<file path="config.mk">
export PLATFORM = sky130hd
export DESIGN_NAME = moorefsm
export DESIGN_NICKNAME = d
export VERILOG_FILES = /design/src/rtl/moorefsm_pkg.sv /design/src/rtl/moorefsm_nsl.sv /design/src/rtl/moorefsm.sv
export SDC_FILE = /design/constraint.sdc
export NUM_CORES = 1
export LEC_CHECK = 0
export BUFFER_PORTS_ARGS = -buffer_cell sky130_fd_sc_hd__buf_2
export CAP_MARGIN = 20
export CORE_AREA = 2 2 39 41
export DETAILED_ROUTE_END_ITERATION = 16
export DIE_AREA = 0 0 41 43
export GPL_TIMING_DRIVEN = 0
export PLACE_DENSITY = 0.34
export SYNTH_ARGS = -nofsm -noshare
export SYNTH_HDL_FRONTEND = slang
export SYNTH_SLANG_ARGS = --single-unit
</file>
<file path="constraint.sdc">
create_clock -name clk -period 1.83 [get_ports clk]
set_clock_uncertainty 0.2 [all_clocks]
set_input_delay 0.366 -clock clk [delete_from_list [all_inputs] [get_ports clk]]
set_output_delay 0.366 -clock clk [all_outputs]
set_load 0.02 [all_outputs]
</file>
<file path="src/rtl/moorefsm_pkg.sv">
// -----------------------------------------------------------------------------
// moorefsm_pkg
// Shared constants for the 1010 serial pattern detector.
//   STATE_W     : width of the state register (3).
//   S0..S4      : state encodings (idle, "1", "10", "101", "1010" detect).
//   Q_W         : width of the detect output bus (3).
//   Q_DETECT    : q value in the detect state (3'b001).
//   Q_IDLE      : q value in every other state (3'b000).
//   decode_q()  : maps a state code to the Moore output value.
// Configuration macro: MOOREFSM_OVERLAP_EN (consumed in moorefsm_nsl).
// -----------------------------------------------------------------------------
package moorefsm_pkg;

  localparam int STATE_W = 3;
  localparam int Q_W     = 3;

  typedef enum logic [STATE_W-1:0] {
    S0 = 3'd0,  // idle
    S1 = 3'd1,  // seen "1"
    S2 = 3'd2,  // seen "10"
    S3 = 3'd3,  // seen "101"
    S4 = 3'd4   // seen "1010", detect
  } state_t;

  localparam logic [Q_W-1:0] Q_DETECT = 3'b001;
  localparam logic [Q_W-1:0] Q_IDLE   = 3'b000;

  // Moore output decode. Illegal codes 5..7 fall through to Q_IDLE.
  function automatic logic [Q_W-1:0] decode_q(input logic [STATE_W-1:0] st);
    logic [Q_W-1:0] q_val;
    q_val = Q_IDLE;
    if (st == S4) begin
      q_val = Q_DETECT;
    end
    return q_val;
  endfunction

endpackage

</file>
<file path="src/rtl/moorefsm_nsl.sv">
// -----------------------------------------------------------------------------
// moorefsm_nsl
// Purely combinational next-state logic for the 1010 detector.
//   pst : input,  3 bits - present state code
//   i   : input,  1 bit  - serial data bit
//   nst : output, 3 bits - next state code
// Configuration macro: MOOREFSM_OVERLAP_EN
//   defined   : from S4 a '1' goes to S3 (the trailing "10" is reused).
//   undefined : from S4 a '1' goes to S1 (only that '1' is reused).
// Illegal codes 5..7 always recover to S0.
// -----------------------------------------------------------------------------
module moorefsm_nsl
  import moorefsm_pkg::*;
(
  input  logic [STATE_W-1:0] pst,
  input  logic               i,
  output logic [STATE_W-1:0] nst
);

  logic [STATE_W-1:0] nst_next;

  always_comb begin
    nst_next = S0;
    case (pst)
      S0: nst_next = i ? S1 : S0;
      S1: nst_next = i ? S1 : S2;
      S2: nst_next = i ? S3 : S0;
      S3: nst_next = i ? S1 : S4;
`ifdef MOOREFSM_OVERLAP_EN
      S4: nst_next = i ? S3 : S0;
`else
      S4: nst_next = i ? S1 : S0;
`endif
      default: nst_next = S0;
    endcase
  end

  assign nst = nst_next;

endmodule

</file>
<file path="src/rtl/moorefsm.sv">
// -----------------------------------------------------------------------------
// moorefsm
// Moore-style detector for the serial pattern 1010 (first bit first) on i.
//   clk : input,  1 bit  - sole clock, rising edge
//   rst : input,  1 bit  - asynchronous, active-low reset
//   i   : input,  1 bit  - serial data bit
//   q   : output, 3 bits - q[0] = pattern found, q[2:1] reserved (0)
//   pst : output, 3 bits - present state register
//   nst : output, 3 bits - combinational next state
// Configuration macro: MOOREFSM_OVERLAP_EN (overlapping detection, see
// moorefsm_nsl).
// q is decoded from the registered state only, so it never glitches with i.
// -----------------------------------------------------------------------------
module moorefsm
  import moorefsm_pkg::*;
(
  input  logic               clk,
  input  logic               rst,
  input  logic               i,
  output logic [Q_W-1:0]     q,
  output logic [STATE_W-1:0] pst,
  output logic [STATE_W-1:0] nst
);

  logic [STATE_W-1:0] pst_reg;
  logic [STATE_W-1:0] nst_next;
  logic [Q_W-1:0]     q_dec;

  moorefsm_nsl u_nsl (
    .pst (pst_reg),
    .i   (i),
    .nst (nst_next)
  );

  // State register. While rst is low the register is held at S0, so nst
  // keeps showing the transition out of S0 for the current i.
  always_ff @(posedge clk or negedge rst) begin
    if (!rst) begin
      pst_reg <= S0;
    end else begin
      pst_reg <= nst_next;
    end
  end

  assign q_dec = decode_q(pst_reg);

  // Drive each q bit from the decode; reserved bits come out as 0 from it.
  for (genvar gi = 0; gi < Q_W; gi++) begin : g_q
    assign q[gi] = q_dec[gi];
  end

  assign pst = pst_reg;
  assign nst = nst_next;

endmodule

</file>
# Word level (Yosys, flattened, before mapping)
# Index checks and enable logic that the tools add are counted.
dict set report word_totals {
  ff_bits 3
  latchBits 0
  ramBits 0
  rom_bits 0
  input_bits 3
  out_inout_bits 9
  word_cells 13
  n_memories 0
}
dict set report classes {
  add_sub_neg 0
  mul 0
  div 0
  magnitude_cmp 0
  n_eq_ne 4
  shift 0
  mux 6
  bitwise_logic 0
  reduce_logical 2
}
# cell count
set op_table {}
lappend op_table {{$pmux W3 S4} 1}
lappend op_table {{$eq A3 B2 Y1 const B} 2}
lappend op_table {{$mux W2} 2}
lappend op_table {{$eq A3 B1 Y1 const B} 1}
lappend op_table {{$eq A3 B3 Y1 const B} 1}
lappend op_table {{$logic_not A3 Y1} 1}
lappend op_table {{$mux W3} 1}
lappend op_table {{$mux W1} 2}
lappend op_table {{$reduce_or A2 Y1} 1}

# Depth between registers and ports, before layout
dict set report depth {
  depth_word 3
  ltp_mapped 2
  depth_no_buf 2
}

# By module
# A second synthesis with hierarchy kept.
dict set report unflattened {
  hier_cells 13
  area_unflattened_um2 148.9
}
# mod instances cells_per_inst area_per_inst_um2 seq_area_each_um2
set modules_own_cells {}
lappend modules_own_cells {moorefsm 1 7 106.4 75.1}
lappend modules_own_cells {moorefsm_nsl 1 6 42.5 0.0}

# Worst setup path before layout
# No wires, ideal clock.
dict set report synth_timing {
  path_kind {reg2out}
  from {register pst_reg[1], in the netlist pst[1]}
  to {output port nst[1]}
  t_arrival_ns 1.148
  required_ns 1.264
  path_slack_ns 0.116
  path_stages_with_launch 3
  path_cell_list {dfrtp_1 -> or3b_1 -> a21oi_2}
}
dict set report synth_between {
  elab_chain_len 3
}
# item line
set synth_lines {}
lappend synth_lines {{from (decl)} moorefsm.sv:25} ;# logic [STATE_W-1:0] pst_reg;
lappend synth_lines {{from (signal assigned)} moorefsm.sv:41} ;# pst_reg <= nst_next;
lappend synth_lines {{$eq A3 B3 Y1 / $logic_not A3 Y1 (equally long branches)} moorefsm_nsl.sv:24} ;# case (pst)
lappend synth_lines {{$reduce_or A2 Y1 (no source line)} n/a}
lappend synth_lines {{$pmux W3 S4 *} moorefsm_nsl.sv:24}
lappend synth_lines {{to (decl)} moorefsm.sv:22} ;# output logic [STATE_W-1:0] nst
# Mark *: on every way between the ends. The rest lies on a longest branch, timed or not.

# Worst setup path after layout
# Same ends and word-level chain as after synthesis.

==> qor.yml <==
outcome:
  outcome: "complete, but fails checks"
  violations: "setup timing"
logic_synthesis:
  synth-compound-area-share_pct: 9.40
  post_syn_area_per_cell_um2: 10.5
  yosys.area_share.xor_xnor_pct: 0
  synth.area.mux_share_pct: 0
  synthesis.area_um2: 146
  yosysSeqAreaShare_pct: 51.3
  synth_top_family_by_area: "simple AND/OR/NAND/NOR gates"
  synth_warnings: 0
  synth_simple_gate_area_share_pct: 26.5
  synth-adder-area-share_pct: 0
  ys_ff_latch: 3
  yosysUniqueCellTypes: 11
  postSynthCellCount: 14
layout:
  final_cells: 49
  final_net_count: 37
  fill_cells: 174
  largest_register_ff_count: 3
  area.growth.synth_to_final_pct: 102
  antenna_cells: 0
  footprint_of_the_multi_input_gates_um2: 65.1
  layout.cells.most_common_list: "7 x sky130_fd_sc_hd__buf_4, 7 x sky130_fd_sc_hd__buf_2, 3 x sky130_fd_sc_hd__clkbuf_4, 3 x sky130_fd_sc_hd__dfrtp_1, 2 x sky130_fd_sc_hd__conb_1"
  ff_latch_area_um2: 75.1
  final_layout_size_suffix_gt1_share_pct: 60.6
worst_setup_path:
  crit_buf_inv: 1
  critical_path_required_ns: 1.26
  critPathKind: "reg2out"
  cell_with_the_largest_stage_delay_on_the_worst_path: "sky130_fd_sc_hd__dfrtp_1"
  critical-path-max-stage-delay_ns: 0.36
  endpoint_kind: "output pin"
  max_fanout_on_critical_path: 2
  timing.critical_path.cells: "or3b_1 > a21oi_2 > buf_6"
  critPathTopFamily: "flip-flops"
  cp-start-kind: "flip-flop"
  worstPathArrival_ns: 1.27
power:
  pwr_density_cell_nw_per_um2: 839
  total_power_mw: 0.248
  peakVddDrop_v: 0.000398
  power.leakage_nw: 0.155
route:
  route.antenna.remaining_nets: 0
  wl_um: 421
  drt-wirelength-per-cell_um: 8.59
  detail_route.iter0.violations: 0
  total_iterations_of_the_first_detailed_routing_run: 1
  post-route-drc-count: 0
  per_cell_via_count_in_the_routed_design: 3.37
  vias: 165
global_routing:
  via_count_of_the_first_global_routing_pass: 144
  grt_usage_pct: 6.54
  grt_max_degree: 6
  grt_overflow_total: 0
  antenna_found_initial: 0
  grt_pass1_wl_um: 648
sta:
  post_layout_worst_setup_margin_ns: -0.00287
  finalSetupViolations: 1
  fin_crit_ns: 1.83
  min_period_over_period_pct: 100
  timing_hold_violations_final: 0
  maxSlewViolCount: 0
  rsz_0062_raised_after_global_routing: "yes"
  max_freq_ghz: 0.546
floorplan:
  core_um2: 1380
  rows: 14
  boundaryPins: 12
  die_h_um: 43
  initial_core_util_pct: 10.6
  die_area_um2: 1760
  chipWidth_um: 41
place:
  place_congestion: 0.514
  placed_insts: 40
  worst_slack_at_placement_ns: 0.0865
  portBuffers: 9
min_path:
  timing.hold.worst.class: "in2reg"
cts:
  htreeDepth: 1
  tritoncts: "built"
  clk-insertion-delay-late_ns: 0.23
  clk_pin_slew_worst_paths_ns: 0.04
  cts_inserted_buffers: 3
  cts_sinks: 3
  root_buf_cell: "sky130_fd_sc_hd__clkbuf_4"
  ctsLongestPathBuffers: 2
run:
  max_cap_viol_count: 0
worst paths after layout:
kind                             start      to  slack (ns)  cells past startpoint
worst max-delay path            pst[1]  nst[1]      -0.003                      3
max in group asynchronous          rst  pst[0]        1.05                      2
worst max register to register  pst[1]  pst[1]        0.45                      4
worst min register to register  pst[2]  pst[2]        0.33                      1
min in group asynchronous          rst  pst[1]        0.26                      2
worst min-delay path                 i  pst[2]        0.15                      2
stage by stage:
step | hold slack, ns | utilization [%] | TNS (ns) | instance area (µm²)
after floorplan | -0.130 | - | 0 | 150
after global placement | -0.0366 | 15.6 | 0 | 215
after detailed placement | -0.0342 | 15.6 | 0 | 215
after CTS | 0.146 | 20.0 | -0.0184 | 277
after global routing | 0.139 | 21.3 | -0.0783 | 295
final | 0.147 | 21.3 | -0.00287 | 295
layout make-up:
class | instances | area share, %
repair buffers | 14 | 31.8
flip-flops and latches | 3 | 25.4
multi-input cells | 10 | 22.0
clock buffers | 4 | 8.90
well taps | 16 | 6.78
plain buffers | 2 | 5.08
where the power goes:
group | internal (mW) | leakage [nW] | switching (mW) | total (mW)
logic | 0.0287 | 0.101 | 0.0318 | 0.0605
clock network | 0.0815 | 0.0150 | 0.0319 | 0.113
registers | 0.0710 | 0.0385 | 0.00272 | 0.0737
total | 0.181 | 0.155 | 0.0665 | 0.248
Yosys cell counts:
cell	n	area share (%)
sky130_fd_sc_hd__dfrtp_1	3	51
sky130_fd_sc_hd__buf_4	2	10
sky130_fd_sc_hd__a21oi_2	1	6.0
sky130_fd_sc_hd__and2_1	1	4.3
sky130_fd_sc_hd__conb_1	1	2.6
sky130_fd_sc_hd__nand2_1	1	2.6
sky130_fd_sc_hd__nand3b_1	1	5.1
sky130_fd_sc_hd__nor3_1	1	3.4
sky130_fd_sc_hd__nor3b_1	1	5.1
sky130_fd_sc_hd__o21ai_0	1	3.4
sky130_fd_sc_hd__or3b_1	1	6.0
kinds of logic after synthesis:
family | count (synthesis)
compound gates | 2
buf+inv | 2
flops | 3
other cells | 1
simple gates | 6
layer usage:
metal / GRT usage, % / vias up / part of all wire, %
met2: 6.56 / 9 / 45
li1: - / 83 / -
met1: 7.44 / 73 / 43
met4: 4.00 / 0 / 0
met3: 7.85 / 0 / 11
met5: 0 / - / 0
repair_timing:
action	in CTS	in global routing
hold endpoints to repair	3	0
resized for setup	1	3
setup endpoints to repair	1	3
hold buffers	1	0
setup buffers	3	1
pin swaps	2	1
Power figures use the tool's default switching activity.
